==> src/rtl/cpu_ctrl_pkg.sv <==
`default_nettype none
// ============================================================================
// Module      : cpu_ctrl_pkg
// Description : Shared opcode, ALU-class, state and trap-cause definitions
//               for the multicycle control unit.
// Revision    : 1.0 - initial release
// ============================================================================
package cpu_ctrl_pkg;

  // Supported RISC-V major opcodes
  localparam logic [6:0] c_OP_ALU_R      = 7'b0110011;
  localparam logic [6:0] c_OP_ALU_I      = 7'b0010011;
  localparam logic [6:0] c_OP_BRANCH_EQ  = 7'b1100011;
  localparam logic [6:0] c_OP_JUMP       = 7'b1101111;
  localparam logic [6:0] c_OP_LOAD_WORD  = 7'b0000011;
  localparam logic [6:0] c_OP_STORE_WORD = 7'b0100011;

  // ALU operation classes (zero-extended to the port width at the top)
  localparam logic [1:0] c_ALU_ADD    = 2'd0;
  localparam logic [1:0] c_ALU_SUB    = 2'd1;
  localparam logic [1:0] c_ALU_R_TYPE = 2'd2;

  // Trap causes
  localparam logic c_TRAP_ILLEGAL = 1'b0;
  localparam logic c_TRAP_TIMEOUT = 1'b1;

  typedef enum logic [2:0] {
    S_IDLE      = 3'd0,
    S_FETCH     = 3'd1,
    S_DECODE    = 3'd2,
    S_EXECUTE   = 3'd3,
    S_MEMORY    = 3'd4,
    S_WRITEBACK = 3'd5,
    S_TRAP      = 3'd6
  } state_e;

  function automatic logic is_legal_opcode(input logic [6:0] op);
    return (op == c_OP_ALU_R)     || (op == c_OP_ALU_I)      ||
           (op == c_OP_BRANCH_EQ) || (op == c_OP_JUMP)       ||
           (op == c_OP_LOAD_WORD) || (op == c_OP_STORE_WORD);
  endfunction

endpackage
`default_nettype wire

==> src/rtl/multicycle_control_unit_wait_timer.sv <==
`default_nettype none
// ============================================================================
// Module      : wait_timer
// Description : Counts consecutive memory-wait cycles. expired asserts on the
//               TIMEOUT_CYC-th consecutive wait cycle; TIMEOUT_CYC=0 disables.
// Revision    : 1.0 - initial release
// ============================================================================
module wait_timer #(
  parameter int unsigned TIMEOUT_CYC = 0
) (
  input  logic clk,
  input  logic arst_n,
  input  logic clr,
  input  logic en,
  output logic expired
);

  localparam int unsigned CW = (TIMEOUT_CYC > 1) ? $clog2(TIMEOUT_CYC) : 1;
  // Count value seen on the last allowed wait cycle (count holds prior waits)
  localparam logic [CW-1:0] c_LAST = CW'((TIMEOUT_CYC > 0) ? (TIMEOUT_CYC - 1) : 0);

  logic [CW-1:0] count_q;
  logic [CW-1:0] count_d;

  // Next count: clear on request, otherwise saturating increment while waiting
  always_comb begin
    count_d = count_q;
    if (clr) begin
      count_d = '0;
    end else if (en && (count_q != '1)) begin
      count_d = count_q + CW'(1);
    end
  end

  // Count register with synchronous active-low reset
  always_ff @(posedge clk) begin
    if (!arst_n) begin
      count_q <= '0;
    end else begin
      count_q <= count_d;
    end
  end

  // Fires only while still waiting, so a same-cycle handshake suppresses it
  assign expired = (TIMEOUT_CYC != 0) && en && (count_q == c_LAST);

endmodule
`default_nettype wire

==> src/rtl/multicycle_control_unit.sv <==
`default_nettype none
// ============================================================================
// Module      : multicycle_control_unit
// Description : Sequences RISC-V instructions through FETCH/DECODE/EXECUTE/
//               MEMORY/WRITEBACK, drives datapath strobes, traps on illegal
//               opcodes and memory timeouts, counts retired instructions.
// Revision    : 1.0 - initial release
// ============================================================================
module multicycle_control_unit
  import cpu_ctrl_pkg::*;
#(
  parameter int unsigned ALU_OP_W    = 2,
  parameter int unsigned TIMEOUT_CYC = 0,
  parameter int unsigned CNT_W       = 32
) (
  input  logic                clk,
  input  logic                arst_n,
  input  logic [6:0]          opcode,
  input  logic                mem_ready,
  output logic                pc_write,
  output logic                ir_write,
  output logic                mem_read,
  output logic                mem_write,
  output logic                mem_2_reg,
  output logic                alu_src,
  output logic                reg_write,
  output logic                branch,
  output logic                jump,
  output logic [ALU_OP_W-1:0] alu_op,
  output logic                instr_done,
  output logic                trap,
  output logic                trap_cause,
  output logic [CNT_W-1:0]    retired
);

  state_e           state_q, state_d;
  logic [6:0]       op_q, op_d;
  logic             trap_q, trap_d;
  logic             cause_q, cause_d;
  logic [CNT_W-1:0] retired_q, retired_d;

  logic w_waiting;
  logic w_tmr_en;
  logic w_tmr_clr;
  logic w_tmr_expired;

  // Memory waits happen only in FETCH and MEMORY; any state change restarts the count
  assign w_waiting = (state_q == S_FETCH) || (state_q == S_MEMORY);
  assign w_tmr_en  = w_waiting && !mem_ready;
  assign w_tmr_clr = !w_waiting || (state_d != state_q);

  wait_timer #(
    .TIMEOUT_CYC (TIMEOUT_CYC)
  ) u_wait_timer (
    .clk     (clk),
    .arst_n  (arst_n),
    .clr     (w_tmr_clr),
    .en      (w_tmr_en),
    .expired (w_tmr_expired)
  );

  // Next-state, strobe decode and retire-counter update for the current state
  always_comb begin
    state_d    = state_q;
    op_d       = op_q;
    trap_d     = trap_q;
    cause_d    = cause_q;
    pc_write   = 1'b0;
    ir_write   = 1'b0;
    mem_read   = 1'b0;
    mem_write  = 1'b0;
    mem_2_reg  = 1'b0;
    alu_src    = 1'b0;
    reg_write  = 1'b0;
    branch     = 1'b0;
    jump       = 1'b0;
    alu_op     = '0;
    instr_done = 1'b0;

    case (state_q)
      S_IDLE: begin
        state_d = S_FETCH;
      end

      S_FETCH: begin
        mem_read = 1'b1;
        if (mem_ready) begin
          ir_write = 1'b1;
          pc_write = 1'b1;
          state_d  = S_DECODE;
        end else if (w_tmr_expired) begin
          state_d = S_TRAP;
          trap_d  = 1'b1;
          cause_d = c_TRAP_TIMEOUT;
        end
      end

      S_DECODE: begin
        op_d = opcode;
        if (is_legal_opcode(opcode)) begin
          state_d = S_EXECUTE;
        end else begin
          state_d = S_TRAP;
          trap_d  = 1'b1;
          cause_d = c_TRAP_ILLEGAL;
        end
      end

      S_EXECUTE: begin
        case (op_q)
          c_OP_ALU_R: begin
            alu_op  = ALU_OP_W'(c_ALU_R_TYPE);
            state_d = S_WRITEBACK;
          end
          c_OP_ALU_I: begin
            alu_src = 1'b1;
            alu_op  = ALU_OP_W'(c_ALU_ADD);
            state_d = S_WRITEBACK;
          end
          c_OP_LOAD_WORD, c_OP_STORE_WORD: begin
            alu_src = 1'b1;
            alu_op  = ALU_OP_W'(c_ALU_ADD);
            state_d = S_MEMORY;
          end
          c_OP_BRANCH_EQ: begin
            branch     = 1'b1;
            alu_op     = ALU_OP_W'(c_ALU_SUB);
            instr_done = 1'b1;
            state_d    = S_FETCH;
          end
          c_OP_JUMP: begin
            jump       = 1'b1;
            alu_op     = ALU_OP_W'(c_ALU_R_TYPE);
            instr_done = 1'b1;
            state_d    = S_FETCH;
          end
          default: begin
            // op_q was checked in DECODE; an unknown value here is a fault
            state_d = S_TRAP;
            trap_d  = 1'b1;
            cause_d = c_TRAP_ILLEGAL;
          end
        endcase
      end

      S_MEMORY: begin
        alu_src = 1'b1;
        if (op_q == c_OP_STORE_WORD) begin
          mem_write = 1'b1;
        end else begin
          mem_read = 1'b1;
        end
        if (mem_ready) begin
          if (op_q == c_OP_STORE_WORD) begin
            instr_done = 1'b1;
            state_d    = S_FETCH;
          end else begin
            state_d = S_WRITEBACK;
          end
        end else if (w_tmr_expired) begin
          state_d = S_TRAP;
          trap_d  = 1'b1;
          cause_d = c_TRAP_TIMEOUT;
        end
      end

      S_WRITEBACK: begin
        reg_write  = 1'b1;
        mem_2_reg  = (op_q == c_OP_LOAD_WORD);
        instr_done = 1'b1;
        state_d    = S_FETCH;
      end

      S_TRAP: begin
        state_d = S_TRAP;
      end

      default: begin
        state_d = S_IDLE;
      end
    endcase

    retired_d = retired_q + CNT_W'(instr_done);
  end

  // State and bookkeeping registers with synchronous active-low reset
  always_ff @(posedge clk) begin
    if (!arst_n) begin
      state_q   <= S_IDLE;
      op_q      <= '0;
      trap_q    <= 1'b0;
      cause_q   <= 1'b0;
      retired_q <= '0;
    end else begin
      state_q   <= state_d;
      op_q      <= op_d;
      trap_q    <= trap_d;
      cause_q   <= cause_d;
      retired_q <= retired_d;
    end
  end

  assign trap       = trap_q;
  assign trap_cause = cause_q;
  assign retired    = retired_q;

endmodule
`default_nettype wire
==> config.mk <==
export PLATFORM = sky130hd
export DESIGN_NAME = multicycle_control_unit
export DESIGN_NICKNAME = d
export VERILOG_FILES = /design/src/rtl/cpu_ctrl_pkg.sv /design/src/rtl/multicycle_control_unit_wait_timer.sv /design/src/rtl/multicycle_control_unit.sv
export SDC_FILE = /design/constraint.sdc
export NUM_CORES = 1
export LEC_CHECK = 0
export CAP_MARGIN = 30
export CORE_ASPECT_RATIO = 0.9
export CORE_MARGIN = 3
export CORE_UTILIZATION = 55
export CTS_BUF_LIST = sky130_fd_sc_hd__clkbuf_4 sky130_fd_sc_hd__clkbuf_8
export CTS_CLUSTER_SIZE = 25
export DETAILED_ROUTE_END_ITERATION = 7
export PLACE_DENSITY = 0.86
export SLEW_MARGIN = 20
export SYNTH_ARGS = -nofsm -noshare
export SYNTH_HDL_FRONTEND = slang
export SYNTH_HIERARCHICAL = 1
export SYNTH_SLANG_ARGS = --single-unit
export TNS_END_PERCENT = 100
==> constraint.sdc <==
create_clock -name clk -period 7.45 [get_ports clk]
set_clock_uncertainty 0.2 [all_clocks]
set_input_delay 0.745 -clock clk [delete_from_list [all_inputs] [get_ports clk]]
set_output_delay 0.745 -clock clk [all_outputs]
set_load 0.05 [all_outputs]
==> flow_summary_export.csv <==
group,metric,value,unit
status,status,"finished clean",
pwr,power_leakage,1.063,nW
placed_design,io_buffers,55,
pwr,pwr_density_cell,225.4,mW/mm^2
placed_design,hpwl,3780,um
detailed_routing,wl,5116,um
setup_path,arrival,2.76,ns
pwr,power_frac_comb,0.322,
clocking,post-cts-setup-buffer-count,0,
floorplan,start_util,0.5931,
finish,fill_cells,307,
detailed_routing,firstDrtPassIters,4,
setup_path,cp.required,6.50,ns
synth,synth_fp_nets,273,
detailed_routing,ant_nets,0,
placed_design,place_area,0.002839,mm^2
clocking,cts_tree,"done",
finish,insertedDiodeCount,0,
pwr,power,0.6607,mW
detailed_routing,drc,0,
finish,layout-drive-gt1-share,0.06731,
floorplan,die_area,0.004977,mm^2
synth,synth_area_per_cell,8.778,um^2
finish,areaGrowthSynthToFinish,27.96,%
timing,maxSlewHeadroom,0.4135,
timing,timing_worst_slew_pin_value,0.8717,ns
detailed_routing,first_iter_violations,96,
timing,fmax,269.9,MHz
hold_path,worstHoldStart,"trap$_SDFFE_PN0P_",
finish,final_core_util,0.7590,
global_routing,grt_max_degree,47,
flow_run,maxCapViolCount,0,
synth,syn_inst,261,
floorplan,rows,21,
timing,setup_violations,0,
hold_path,min_path_cells,1,
pwr,p_switching,0.2428,mW
setup_path,start_kind,"flop",
setup_path,r2r_start,"op_q[2]$_SDFFE_PN0P_",
finish,nets,323,
global_routing,grt_usage,0.2244,
global_routing,gr-total-overflow,0,
synth,synth_area,0.002291,mm^2
pwr,clkPwrFrac,0.229,
clocking,cts_made_buffers,5,
setup_path,cp-end-kind,"output port",
timing,setup_tns,0,ns
clocking,cts_resized,0,
clocking,cts-htree-levels,2,
global_routing,grt_pass1_vias,1918,
detailed_routing,viasPerCell,5.617,
placed_design,place.gp.congestion,0.9087,
floorplan,dieWidth,74.03,um
placed_design,place_inst,350,
global_routing,grt_pass1_wl,8645,um
floorplan,die_h,67.23,um
clocking,path_clk_slew,0.08,ns
synth,ys_warn_count,6,
global_routing,antenna_found_initial,0,
clocking,root_buffer,"clkbuf_8",
pwr,intPower,0.4179,mW
finish,multi_input_area,0.001320,mm^2
finish,regArea,880.8,um^2
pwr,ir_worst_vdd,0.0001584,V
detailed_routing,num_vias,2011,
setup_path,critical_path.startpoint,"op_q[2]$_SDFFE_PN0P_",
finish,final_area,0.002932,mm^2
setup_path,cp_max_fo,7,
timing,fin_crit_sh,0.4974,
clocking,cts_buffer_depth,2,
timing,period_minus_slack,3.705,ns
clocking,cts_sinks,44,
setup_path,reg2regPathDepth,11,
floorplan,core_area,0.003862,mm^2
clocking,clk_latency,0.29,ns
pwr,seqPwrFrac,0.449,
floorplan,io-pin-count,56,
hold_path,hp-class,"reg -> reg",
timing,rsz0062_at_grt,"false",
pwr,p_sw_frac,0.3675,
clocking,hold_buffers,0,
detailed_routing,post_drt_wl_per_cell,14.29,um
timing,finalHoldViolations,0,
finish,fin_cells,358,
timing,drv_slew,0,
setup_path,crit_type,"reg -> out",
==> registers in the layout, summed over array words and instances, names as in the netlist <==
name / flops
op_q: 7
state_q: 3
retired: 32
trap_cause: 1
trap: 1
==> through the flow <==
| step | hold WS (ns) | setup WS (ns) |
|---|---|---|
| 2_1_floorplan | 0.2977 | 3.876 |
| 3_3_place_gp | 0.2691 | 4.039 |
| 3_5_place_dp | 0.2808 | 3.916 |
| 4_1_cts | 0.2977 | 3.772 |
| 5_1_grt | 0.3134 | 3.377 |
| 6_report | 0.2969 | 3.745 |
==> routing by layer <==
metal  wire, um  global-route usage  share of wire
met4         55             0.07692          0.011
met5          0                   0              0
met3        277             0.06548          0.054
met2       2226              0.3285           0.44
met1       2556              0.3134           0.50
==> layout make-up <==
cell class                 count  share of cell area
multi-input combinational    199              0.4503
sequential                    44              0.3005
clock inverter                 2            0.003414
tap                           46             0.01963
timing repair buffer          57              0.1929
clock buffer                   6             0.02817
inverter                       4            0.005122
==> placed cells by master, fill, tap and decap left out, types with 3 or more instances in the layout <==
cell type,count
clkdlybuf4s50_1,55
dfxtp_1,44
and2_1,28
nand2_1,21
xnor2_1,19
nand3_1,17
nor2b_1,13
nand4_1,11
nor2_1,9
a21oi_1,8
xor2_1,8
mux2i_1,7
o21ai_0,6
clkbuf_8,6
or3_1,5
inv_1,4
and3_1,4
nand2b_1,3
and4_1,3
o21a_1,3
nor3b_1,3
==> critical path, cell delays in order, from the launching register on <==
cell and delay, ns:
dfxtp_1 0.37, nor4_1 0.77, and2_1 0.29, nand3_1 0.09
nand3_1 0.13, clkdlybuf4s50_1 0.82
==> final timing paths <==
| check | end | slack [ns] |
|---|---|---|
| setup / recovery | instr_done | 3.74 |
| hold / removal | trap$_SDFFE_PN0P_ | 0.30 |
| setup reg to reg | retired[22]$_SDFF_PN0_ | 3.83 |
| hold reg to reg | trap$_SDFFE_PN0P_ | 0.30 |
==> power by group through the flow <==
stage                     Sequential [mW]  Clock, mW  Combinational (mW)
after CTS                           0.296      0.155               0.213
final                               0.297      0.151               0.213
after global placement              0.299          0               0.209
after global routing                0.303      0.167               0.232
after detailed placement            0.301          0               0.212
after floorplan                     0.295          0               0.157
Power figures use the tool's default switching activity.
